==> config.mk <==
export PLATFORM = sky130hd
export DESIGN_NAME = cell_line_fetch
export DESIGN_NICKNAME = d
export VERILOG_FILES = /design/src/rtl/cell_line_fetch.sv
export SDC_FILE = /design/constraint.sdc
export NUM_CORES = 1
export LEC_CHECK = 0
export ABC_AREA = 1
export BUFFER_PORTS_ARGS = -buffer_cell sky130_fd_sc_hd__buf_2
export CORE_UTILIZATION = 40
export CTS_BUF_LIST = sky130_fd_sc_hd__clkbuf_4 sky130_fd_sc_hd__clkbuf_8 sky130_fd_sc_hd__clkbuf_16
export DETAILED_ROUTE_END_ITERATION = 7
export HOLD_SLACK_MARGIN = 0.02
export PLACE_DENSITY_LB_ADDON = 0.08
export SYNTH_ARGS = -nofsm -noshare
export SYNTH_HDL_FRONTEND = slang
export SYNTH_SLANG_ARGS = --single-unit
==> constraint.sdc <==
create_clock -name clk -period 6.8 [get_ports clk]
set_input_delay 0.34 -clock clk [delete_from_list [all_inputs] [get_ports clk]]
set_output_delay 0.34 -clock clk [all_outputs]
set_load 0.005 [all_outputs]
==> src/rtl/cell_line_fetch.sv <==
// Prefetches one display line of cell states from the cell RAM into a ping-pong line buffer
// and serialises the front buffer into a per-pixel cell_on bit.
module cell_line_fetch #(
    parameter int unsigned CELL_PX        = 4,
    parameter int unsigned CELLS_PER_WORD = 20,
    parameter int unsigned WORDS_PER_ROW  = 16,
    parameter int unsigned NUM_ROWS       = 256,
    parameter int unsigned RAM_LAT        = 2,
    parameter int unsigned BASE_ADDR      = 0
) (
    input  logic                      clk,
    input  logic                      reset,
    input  logic                      line_req,
    input  logic [10:0]               line_num,
    input  logic                      active,
    output logic [15:0]               address_b_1,
    output logic                      read1,
    input  logic [CELLS_PER_WORD-1:0] q_b_1,
    output logic                      cell_on,
    output logic                      fetch_busy,
    output logic                      underrun
);

    localparam int unsigned ShiftAmt = $clog2(CELL_PX);
    localparam int unsigned SubW     = (CELL_PX > 1) ? $clog2(CELL_PX) : 1;
    localparam int unsigned BitW     = (CELLS_PER_WORD > 1) ? $clog2(CELLS_PER_WORD) : 1;
    localparam int unsigned WordW    = (WORDS_PER_ROW > 1) ? $clog2(WORDS_PER_ROW) : 1;

    typedef enum logic [1:0] {StIdle, StIssue, StDrain} state_e;

    state_e                    state;
    logic [WordW-1:0]          issue_idx;
    logic [RAM_LAT-1:0]        tag_vld;
    logic [WordW-1:0]          tag_idx [RAM_LAT];
    logic [CELLS_PER_WORD-1:0] back    [WORDS_PER_ROW];
    logic [CELLS_PER_WORD-1:0] front   [WORDS_PER_ROW];
    logic                      back_valid;

    logic [15:0]      row_base;
    logic             in_range;
    logic             tag_out_vld;
    logic [WordW-1:0] tag_out_idx;

    assign row_base    = 16'(BASE_ADDR + ((32'(line_num) >> ShiftAmt) * WORDS_PER_ROW));
    assign in_range    = 32'(line_num) < (NUM_ROWS * CELL_PX);
    assign tag_out_vld = tag_vld[RAM_LAT-1];
    assign tag_out_idx = tag_idx[RAM_LAT-1];
    assign fetch_busy  = (state != StIdle);

    always_ff @(posedge clk) begin
        if (reset) begin
            state       <= StIdle;
            read1       <= 1'b0;
            address_b_1 <= '0;
            issue_idx   <= '0;
            tag_vld     <= '0;
            back_valid  <= 1'b0;
            underrun    <= 1'b0;
            for (int k = 0; k < RAM_LAT; k++) tag_idx[k] <= '0;
            for (int k = 0; k < WORDS_PER_ROW; k++) begin
                back[k]  <= '0;
                front[k] <= '0;
            end
        end else begin
            // Tag pipeline tracks which buffer slot each in-flight read belongs to.
            tag_vld[0] <= read1;
            tag_idx[0] <= issue_idx;
            for (int k = 1; k < RAM_LAT; k++) begin
                tag_vld[k] <= tag_vld[k-1];
                tag_idx[k] <= tag_idx[k-1];
            end
            if (tag_out_vld && !line_req) back[tag_out_idx] <= q_b_1;

            case (state)
                StIssue: begin
                    if (issue_idx == WordW'(WORDS_PER_ROW - 1)) begin
                        state <= StDrain;
                        read1 <= 1'b0;
                    end else begin
                        issue_idx   <= issue_idx + 1'b1;
                        address_b_1 <= address_b_1 + 16'd1;
                    end
                end
                StDrain: begin
                    if (tag_out_vld && tag_out_idx == WordW'(WORDS_PER_ROW - 1)) begin
                        back_valid <= 1'b1;
                        state      <= StIdle;
                    end
                end
                default: ;
            endcase

            // A new line request overrides everything: swap, abort, restart.
            if (line_req) begin
                for (int k = 0; k < WORDS_PER_ROW; k++) begin
                    front[k] <= back_valid ? back[k] : '0;
                end
                if (!back_valid || state != StIdle) underrun <= 1'b1;
                back_valid <= 1'b0;
                tag_vld    <= '0;
                if (in_range) begin
                    state       <= StIssue;
                    read1       <= 1'b1;
                    address_b_1 <= row_base;
                    issue_idx   <= '0;
                end else begin
                    for (int k = 0; k < WORDS_PER_ROW; k++) back[k] <= '0;
                    back_valid <= 1'b1;
                    state      <= StIdle;
                    read1      <= 1'b0;
                end
            end
        end
    end

    logic             active_q;
    logic [SubW-1:0]  sub_q, cur_sub;
    logic [BitW-1:0]  bit_q, cur_bit;
    logic [WordW-1:0] word_q, cur_word;

    always_comb begin
        cur_sub  = sub_q;
        cur_bit  = bit_q;
        cur_word = word_q;
        if (active && !active_q) begin
            cur_sub  = '0;
            cur_bit  = '0;
            cur_word = '0;
        end
    end

    always_ff @(posedge clk) begin
        if (reset) begin
            active_q <= 1'b0;
            sub_q    <= '0;
            bit_q    <= '0;
            word_q   <= '0;
            cell_on  <= 1'b0;
        end else begin
            active_q <= active;
            if (active) begin
                cell_on <= front[cur_word][cur_bit];
                if (cur_sub == SubW'(CELL_PX - 1)) begin
                    sub_q <= '0;
                    if (cur_bit == BitW'(CELLS_PER_WORD - 1)) begin
                        bit_q <= '0;
                        // Word index saturates on the last word of the row.
                        word_q <= (cur_word == WordW'(WORDS_PER_ROW - 1)) ? cur_word
                                                                        : cur_word + 1'b1;
                    end else begin
                        bit_q  <= cur_bit + 1'b1;
                        word_q <= cur_word;
                    end
                end else begin
                    sub_q  <= cur_sub + 1'b1;
                    bit_q  <= cur_bit;
                    word_q <= cur_word;
                end
            end else begin
                cell_on <= 1'b0;
            end
        end
    end

endmodule

After elaboration in Yosys (flattened, before gate mapping)
Memories as Yosys holds them, arrays and structs flattened. Cells that the tools add are included.

Memory bits (writable): 648. Output and inout port bits: 20. Register bits after elaboration: 40. Memories: 3. Word-level logic and storage cells: 183. Input port bits: 35.

Mux-type cells: 97. Reduce and logical (&&, ||, !) cells: 20. Bitwise operators: 35. Add/subtract/negate cells: 5. Equality and inequality tests: 9. $lt $le $gt $ge: 2.

Memories: back (words 16, bits a word 20, rd ports 16, clocked after Yosys merged registers in 0, write ports 16, line 35) `logic [CELLS_PER_WORD-1:0] back [WORDS_PER_ROW];`; front (words 16, bits a word 20, rd ports 1, clocked after Yosys merged registers in 0, write ports 16, line 36) `logic [CELLS_PER_WORD-1:0] front [WORDS_PER_ROW];`; tag_idx (words 2, bits a word 4, rd ports 2, clocked after Yosys merged registers in 0, write ports 2, line 34) `logic [WordW-1:0] tag_idx [RAM_LAT];`.

Operators with widths (count): 2-to-1 mux 20 bit (49); 2-to-1 mux 16 bit (4); 2-to-1 mux 4 bit (11); bitwise OR 1 bit (34); 2-to-1 mux 1 bit (23); OR reduction 20 bit (1); adder 16 x 1 -> 16 bit, second input constant (1); 2-to-1 mux 5 bit (3); == test 4 bit, second input constant (3); less-than comparator 11 bit, second input constant (1); 2-to-1 mux 2 bit (5); nonzero test 2 bit (5); adder 4 x 1 -> 4 bit, second input constant (2); less-than comparator 5 x 6 -> 1 bit, second input constant (1); != test 3 bit, second input constant (2); AND reduction 2 bit (3); adder 5 x 1 -> 5 bit, second input constant (1); binary-select mux 1 bit (select 5 bit) (1); == test 5 bit, second input constant (1); == test 2 bit, second input constant (2); case mux 2 bit (2 select lines) (1); OR reduction 2 bit (2); logical AND 1 bit (3); logical NOT 1 bit (3); 6 further kinds (6).

Logic depth before layout (Yosys ltp)
Gate-level depths: netlist of the first run.

Word-level depth: 7. Gate-level depth with buffers: 17. Mapped depth without buffers: 16.

Worst setup path before layout of the first run
No wires, ideal clock.

Path type: input to register. Start: input line_req. End: memory front[0][0] (enable). Data required time: 6129 ps. Stages on the path: 2. Path buffers: 0. Arrival: 6543 ps. Setup time: 671 ps. Path slack: -414 ps. Path through: nor2_1 inv_1.

RTL lines: start, declared (line 13) `input logic line_req,`; end, declared (line 36).

Worst setup path after layout of the first run
Start: register active_q. End: register word_q[0].

Word-level cells in the longest chain between the ends: 7. Elaborated cells on any way between the ends: 12. Those cells by class: 1 x add/sub; 3 x eq/ne; 6 x mux; 2 x reduce/logical.

Ends and longest elaborated chain: start, declared (line 116) `logic active_q;`; start signal, assigned (line 140) `active_q <= active;`; logical NOT 1 bit * (line 125) `if (active && !active_q) begin`; logical AND 1 bit * (line 125); 2-to-1 mux 4 bit (line 125); adder 4 x 1 -> 4 bit or == test 4 bit (tied branches) (line 149, 148); 2-to-1 mux 4 bit (line 148) `word_q <= (cur_word == WordW'(WORDS_PER_ROW - 1)) ? cur_word`; 2-to-1 mux 4 bit (line 145) `if (cur_bit == BitW'(CELLS_PER_WORD - 1)) begin`; 2-to-1 mux 4 bit * (line 143) `if (cur_sub == SubW'(CELL_PX - 1)) begin`; end signal, assigned (line 148); end signal, assigned (line 152) `word_q <= cur_word;`; end signal, assigned (line 157) `word_q <= cur_word;`; end, declared (line 119) `logic [WordW-1:0] word_q, cur_word;`.

Mark *: on every way between the ends. The rest lies on a longest branch, timed or not. A chain may end at the register's enable or synchronous reset.

==> impl_metrics.env, run 1 <==
export IMPL_viasPerCell=4.84
export IMPL_stdcell_area_sq_um=33200
export IMPL_ir_worst_vdd_mv=0.149
export IMPL_hpwl_microns=40700
export IMPL_syn_to_final_growth_pct=11.6
export IMPL_cts_root_buf="clkbuf_16"
export IMPL_path_max_fanout=51
export IMPL_synth_fp_nets=2969
export IMPL_fin_util=0.453
export IMPL_crit_type="reg2reg"
export IMPL_synth_seq_cells=688
export IMPL_worst_path_stages=14
export IMPL_start_kind="register"
export IMPL_wl_microns=73000
export IMPL_synth_area_sq_um=29700
export IMPL_nets=2967
export IMPL_synth_top_area_frac=0.646
export IMPL_cts_clk_slew_worst_paths_ns=0.06
export IMPL_ys_warn_count=0
export IMPL_die_w_microns=275
export IMPL_slowest_stage="buf_4"
export IMPL_core_area_sq_um=73300
export IMPL_grt_start_max_net_pins=201
export IMPL_synth_edf_count=640
export IMPL_postCtsResizedCells=0
export IMPL_power_share_clock=0.429
export IMPL_critPathCapture="word_q[0]"
export IMPL_tns_ns=0
export IMPL_grt_pass1_wl_microns=111000
export IMPL_async_flop_share=0
export IMPL_path_cells="inv_2 -> nand2_8 -> buf_4 -> nand2_1 -> inv_1 -> ha_1 -> nand2_1 -> inv_1 -> nand2_1 -> inv_2 -> o21ai_1 -> or2_0 -> o21ai_0 -> a21oi_1"
export IMPL_cts_sinks=688
export IMPL_fin_crit_ns=3.99
export IMPL_start_util=0.406
export IMPL_boundaryPins=55
export IMPL_post_synth_num_cell_types=41
export IMPL_cp_end_kind="register"
export IMPL_h_tree_depth=3
export IMPL_cp_required_ns=7.26
export IMPL_cap_viol_max_count=0
export IMPL_gr_usage_all_layers=0.197
export IMPL_finalHoldViolCount=0
export IMPL_port_buffers=52
export IMPL_r2r_start="active_q"
export IMPL_p_leak_nw=13.7
export IMPL_wl_per_cell_microns=18.5
export IMPL_slew_headroom=0.221
export IMPL_cts_setup_buffers=0
export IMPL_worstPathArrival_ns=4.45
export IMPL_switchingPower_mw=2.04
export IMPL_p_comb_frac=0.045
export IMPL_finalCritPeriodShare=0.587
export IMPL_p_int_mw=7.23
export IMPL_tritoncts="done"
export IMPL_overflow=0
export IMPL_drtPass1Iterations=8
export IMPL_placed_cells=3802
export IMPL_dr_first_iter_drc_count=1321
export IMPL_path_delay_family="buffers and inverters"
export IMPL_detail_route_antenna_nets=0
export IMPL_final_cells=3948
export IMPL_vias=19117
export IMPL_slew_viol_final=0
export IMPL_setup_viol=0
export IMPL_fin_skew_ns=0.0169
export IMPL_synthCells=2929
export IMPL_crit_top_cell="nand2_1"
export IMPL_critical_path_buf_inv_count=5
export IMPL_worstRegToRegCells=14
export IMPL_switching_share=0.220
export IMPL_whs_ns=0.0579
export IMPL_rr_endpoint="word_q[0]"
export IMPL_ys_top_cells_by_area="edfxtp_1, nor2_1, inv_1, nand3_1, nand2_1"
export IMPL_drive_gt1_frac=0.0807
export IMPL_violations="DRC"
export IMPL_rows=99
export IMPL_syn_area_per_cell_sq_um=10.2
export IMPL_netlist_top_cell_by_area="edfxtp_1"
export IMPL_die_h_microns=275
export IMPL_synth_top_flop_cell="edfxtp_1"
export IMPL_hold_path_class="in2reg"
export IMPL_slowest_delay_ns=0.65
export IMPL_status="complete, but fails checks"
export IMPL_drc=4
export IMPL_first_global_vias=18831
export IMPL_rsz0062_at_grt="false"
export IMPL_gp_congestion=0.824
export IMPL_antenna_found_initial=1
export IMPL_cts_made_buffers=76
export IMPL_clkLatencyLatePin_ns=0.61
export IMPL_fillers=6903
export IMPL_fmax_mhz=251
export IMPL_powerDensity_nw_per_um2=279
export IMPL_worstSetupStartpoint="active_q"
export IMPL_r2r_slack_ns=2.81
export IMPL_yosysMostFrequentCell="nor2_1"
export IMPL_power_frac_seq=0.526
export IMPL_max_clock_path_buffers=3
export IMPL_worst_pin_slew_ns=1.17
export IMPL_placedInstanceArea_sq_um=30700
export IMPL_synthTopCellsByCount="nor2_1, edfxtp_1, inv_1"
export IMPL_dieArea_sq_um=75500
export IMPL_yosysSeqAreaShare=0.678
==> metrics by stage <==
step	total power, mW	setup WS, ns
3_3_place_gp	5.38	2.65
3_5_place_dp	5.39	2.66
2_1_floorplan	5.24	1.01
6_report	9.27	2.81
5_1_grt	9.60	2.55
4_1_cts	9.39	2.81
==> worst register-to-register path: cells and delay by family (launching register included) <==
family,cells,cell delay (ns)
buffers and inverters,5,1.55
AND/OR/NAND/NOR,5,1.37
flip-flops,1,0.35
AO/OA/AOI/OAI,3,0.33
adder cells (fa/ha/maj),1,0.24
==> layer usage <==
layer  up-vias  routed length, microns  GRT usage
li1       9335                       -          -
met1      9247                   31100      0.252
met2       413                   36300      0.343
met3       122                    3520     0.0289
met4         0                    2070     0.0626
met5         -                       0          0
==> area by class of cell <==
type	count	area, sq um	area share
repair buffers	89	591	0.0178
clock buffers	102	2200	0.0663
multi-input cells	1526	6750	0.203
clock inverters	37	219	0.00660
well taps	959	1200	0.0361
inverters	546	2060	0.0620
diodes	1	2.50	0.0000754
flip-flops and latches	688	20200	0.608
==> power by group through the flow <==
stage	clock network, mW	registers (mW)	logic (mW)
final	3.98	4.88	0.416
after global routing	4.23	4.90	0.471
after CTS	4.08	4.88	0.430
after detailed placement	0	4.97	0.426
after global placement	0	4.96	0.420
after floorplan	0	4.97	0.271
==> kinds of logic after synthesis <==
family | count (synthesis) | synth area share
AND/OR/NAND/NOR | 1452 | 0.210
adder cells (fa/ha/maj) | 5 | 0.00210
buffers and inverters | 715 | 0.0957
XOR/XNOR | 8 | 0.00236
AO/OA/AOI/OAI | 61 | 0.0117
flip-flops | 688 | 0.678
==> state kept, by name (all words and copies together) (netlist names), 2 cells and up <==
name and flops:
word_q 4, front 320, state 2, bit_q 5, tag_vld 2, back 320
address_b_1 16, issue_idx 4, tag_idx 8, sub_q 2
==> cells in the final DEF, fill, tap and decap left out, types with 11 or more instances in the layout <==
master	synthesis	final
dfxtp_1	48	47
clkbuf_4	0	15
edfxtp_1	640	640
nand2_1	319	318
clkbuf_16	0	79
inv_1	534	532
buf_4	13	28
nor2_1	703	702
nand3b_1	72	72
a21oi_1	23	23
nand3_1	326	326
buf_2	34	52
o21ai_0	21	21
clkinv_1	1	15
clkinv_2	1	18
nor3_1	11	11
==> worst min path at each step <==
stage	start	to	slack (ns)	cells after the start
finish	line_num[7]	address_b_1[9]	0.06	5
global route	line_num[7]	address_b_1[9]	0.11	5
CTS	line_num[7]	address_b_1[9]	0.03	5
detailed placement	tag_idx[0][1]	tag_idx[0][5]	0.39	2
global placement	tag_idx[0][1]	tag_idx[0][5]	0.39	2
floorplan	tag_idx[0][0]	tag_idx[0][4]	0.39	2
==> repair_timing <==
action	in CTS	in global routing
setup endpoints to repair	0	0
hold endpoints to repair	6	0
hold buffers	6	0
Power figures use the tool's default switching activity.
==> run 2, diff against run 1 <==
==> constraint.sdc (replaced) <==
create_clock -name clk -period 4 [get_ports clk]
set_input_delay 0.2 -clock clk [delete_from_list [all_inputs] [get_ports clk]]
set_output_delay 0.2 -clock clk [all_outputs]
set_load 0.005 [all_outputs]
==> run 2 against run 1 <==
The run still ends with DRC left. Clock-buffer cell count shrank 3. Sequential power grew 70%. Design area grew 0.80%. Critical path type is now in2reg. Core utilization grew 0.36 points. Largest cell class unchanged. Sequential share of layout area shrank 0.48 points. Routed wire length shrank 0.72%. First-iteration DRC count grew 5.1%. Largest power group unchanged.
==> impl_metrics.env, run 2 (synthesis gave the netlist of run 1 again) <==
export IMPL_status="complete, but fails checks"
export IMPL_violations="DRC"
export IMPL_switching_share=0.217
export IMPL_p_int_mw=12.3
export IMPL_slew_viol_final=0
export IMPL_fillers=6898
export IMPL_drc=2
export IMPL_dieArea_sq_um=75500
export IMPL_dr_first_iter_drc_count=1388
export IMPL_slowest_delay_ns=0.58
export IMPL_switchingPower_mw=3.42
export IMPL_path_delay_family="buffers and inverters"
export IMPL_r2r_slack_ns=0.92
export IMPL_setup_viol=0
export IMPL_drive_gt1_frac=0.0864
export IMPL_detail_route_antenna_nets=0
export IMPL_gr_usage_all_layers=0.198
export IMPL_cp_end_kind="register"
export IMPL_hold_path_class="in2reg"
export IMPL_critPathCapture="cell_on"
export IMPL_die_h_microns=275
export IMPL_path_max_fanout=37
export IMPL_cts_root_buf="clkbuf_16"
export IMPL_die_w_microns=275
export IMPL_final_cells=3971
export IMPL_tns_ns=0
export IMPL_powerDensity_nw_per_um2=470
export IMPL_start_util=0.406
export IMPL_reg_top3="back (320), front (320), address_b_1 (16)"
export IMPL_path_cells="dlygate4sd3_1 -> buf_2 -> nand2_8 -> nand2_8 -> inv_4 -> buf_4 -> nand2_1 -> nand3_1 -> nand3_1 -> nand3_1 -> nand3_1 -> nand3_1 -> nand3_1 -> a21oi_1"
export IMPL_h_tree_depth=3
export IMPL_fin_skew_ns=0.0131
export IMPL_worstRegToRegCells=13
export IMPL_core_area_sq_um=73300
export IMPL_stdcell_area_sq_um=33500
export IMPL_mostFrequentLayoutCell="nor2_1"
export IMPL_critical_path_buf_inv_count=4
export IMPL_viasPerCell=4.82
export IMPL_postCtsResizedCells=0
export IMPL_max_clock_path_buffers=3
export IMPL_wl_per_cell_microns=18.2
export IMPL_worstSetupStartpoint="active"
export IMPL_final_cell_mix="nor2_1, edfxtp_1, inv_1"
export IMPL_worst_pin_slew_ns=1.14
export IMPL_fin_crit_ns=3.12
export IMPL_drtPass1Iterations=7
export IMPL_worstPathArrival_ns=3.64
export IMPL_cts_sinks=688
export IMPL_fin_ws_ns=0.882
export IMPL_finalHoldViolCount=0
export IMPL_placedInstanceArea_sq_um=31000
export IMPL_rr_endpoint="cell_on"
export IMPL_gp_congestion=0.760
export IMPL_r2r_start="active_q"
export IMPL_fin_util=0.456
export IMPL_cts_clk_slew_worst_paths_ns=0.06
export IMPL_grt_pass1_wl_microns=112000
export IMPL_syn_to_final_growth_pct=12.5
export IMPL_rows=99
export IMPL_boundaryPins=55
export IMPL_wl_microns=72500
export IMPL_placed_cells=3824
export IMPL_p_leak_nw=13.8
export IMPL_cp_required_ns=4.52
export IMPL_port_buffers=52
export IMPL_clkLatencyLatePin_ns=0.61
export IMPL_first_global_vias=19085
export IMPL_worst_path_stages=14
export IMPL_cts_made_buffers=77
export IMPL_slowest_stage="dlygate4sd3_1"
export IMPL_crit_top_cell="nand3_1"
export IMPL_nets=2994
export IMPL_grt_start_max_net_pins=182
export IMPL_finalCritPeriodShare=0.779
export IMPL_p_comb_frac=0.046
export IMPL_slew_headroom=0.243
export IMPL_power_share_clock=0.427
export IMPL_place_ws_ns=0.854
export IMPL_vias=19150
export IMPL_start_kind="primary input"
export IMPL_crit_type="in2reg"
export IMPL_antenna_found_initial=0
export IMPL_rsz0062_at_grt="false"
export IMPL_tritoncts="done"
export IMPL_power_frac_seq=0.527
export IMPL_ir_worst_vdd_mv=0.267
export IMPL_cap_viol_max_count=0
export IMPL_hpwl_microns=40900
export IMPL_fmax_mhz=321
export IMPL_overflow=0
==> run 2: cell count changes in the layout (fill, tap and decap cells not counted), moves of 2 or more <==
cell           previous run  this run
clkbuf_8                  8         0
clkbuf_16                79        81
inv_6                     4         0
buf_12                    3        10
clkbuf_4                 15        18
clkinvlp_4                1         3
dlygate4sd3_1             6        10
buf_4                    28        43
==> run 2: power by group through the flow <==
stage                     registers (mW)  logic, mW  clock network (mW)
final                               8.29      0.723                6.72
after global routing                8.32      0.814                7.18
after CTS                           8.29      0.745                6.89
after detailed placement            8.44      0.735                   0
after global placement              8.43      0.726                   0
after floorplan                     8.44      0.462                   0
==> run 2: worst reg2reg max path, delay by kind of cell, from the launching register on <==
| kind | cells | cell delay [ns] |
|---|---|---|
| DFF | 1 | 0.36 |
| AOI/OAI and AO/OA | 1 | 0.25 |
| buffers and inverters | 3 | 0.93 |
| and+or+nand+nor | 9 | 1.45 |
==> run 2: final cells by class <==
type | instances | area, sq um | area share
sequential | 688 | 20200 | 0.603
antenna | 1 | 2.50 | 0.0000748
timing repair buffer | 115 | 883 | 0.0264
tap | 959 | 1200 | 0.0359
clock inverter | 37 | 221 | 0.00662
multi-input combinational | 1526 | 6750 | 0.202
clock buffer | 99 | 2160 | 0.0646
inverter | 546 | 2060 | 0.0615
==> run 2: what timing repair did <==
action,CTS,global route
hold buffers,10,0
endpoints found under the hold margin,15,0
buffers inserted,0,0
==> run 2: how the worst min path moves through the flow <==
stage / from / slack, ns / cells after the start / to
finish: reset / 0.08 / 2 / tag_idx[0][0]
global route: reset / 0.08 / 2 / tag_idx[0][0]
CTS: reset / 0.04 / 2 / tag_idx[0][0]
detailed placement: tag_idx[0][0] / 0.39 / 2 / tag_idx[0][4]
global placement: tag_idx[0][0] / 0.39 / 2 / tag_idx[0][4]
floorplan: line_num[2] / 0.35 / 2 / address_b_1[4]
==> run 2: metrics by stage <==
| step | hold WS, ns | power (mW) |
|---|---|---|
| global placement | 0.395 | 9.15 |
| CTS | 0.0385 | 15.9 |
| floorplan | 0.349 | 8.90 |
| global route | 0.0780 | 16.3 |
| detailed placement | 0.394 | 9.17 |
| finish | 0.0756 | 15.7 |
==> run 2: layer usage <==
| layer | track usage | wire (microns) | vias to the layer above |
|---|---|---|---|
| met5 | 0 | 0 | - |
| met4 | 0.0706 | 2080 | 0 |
| met3 | 0.0245 | 2970 | 116 |
| met2 | 0.345 | 36000 | 355 |
| met1 | 0.252 | 31400 | 9299 |
| li1 | - | - | 9380 |
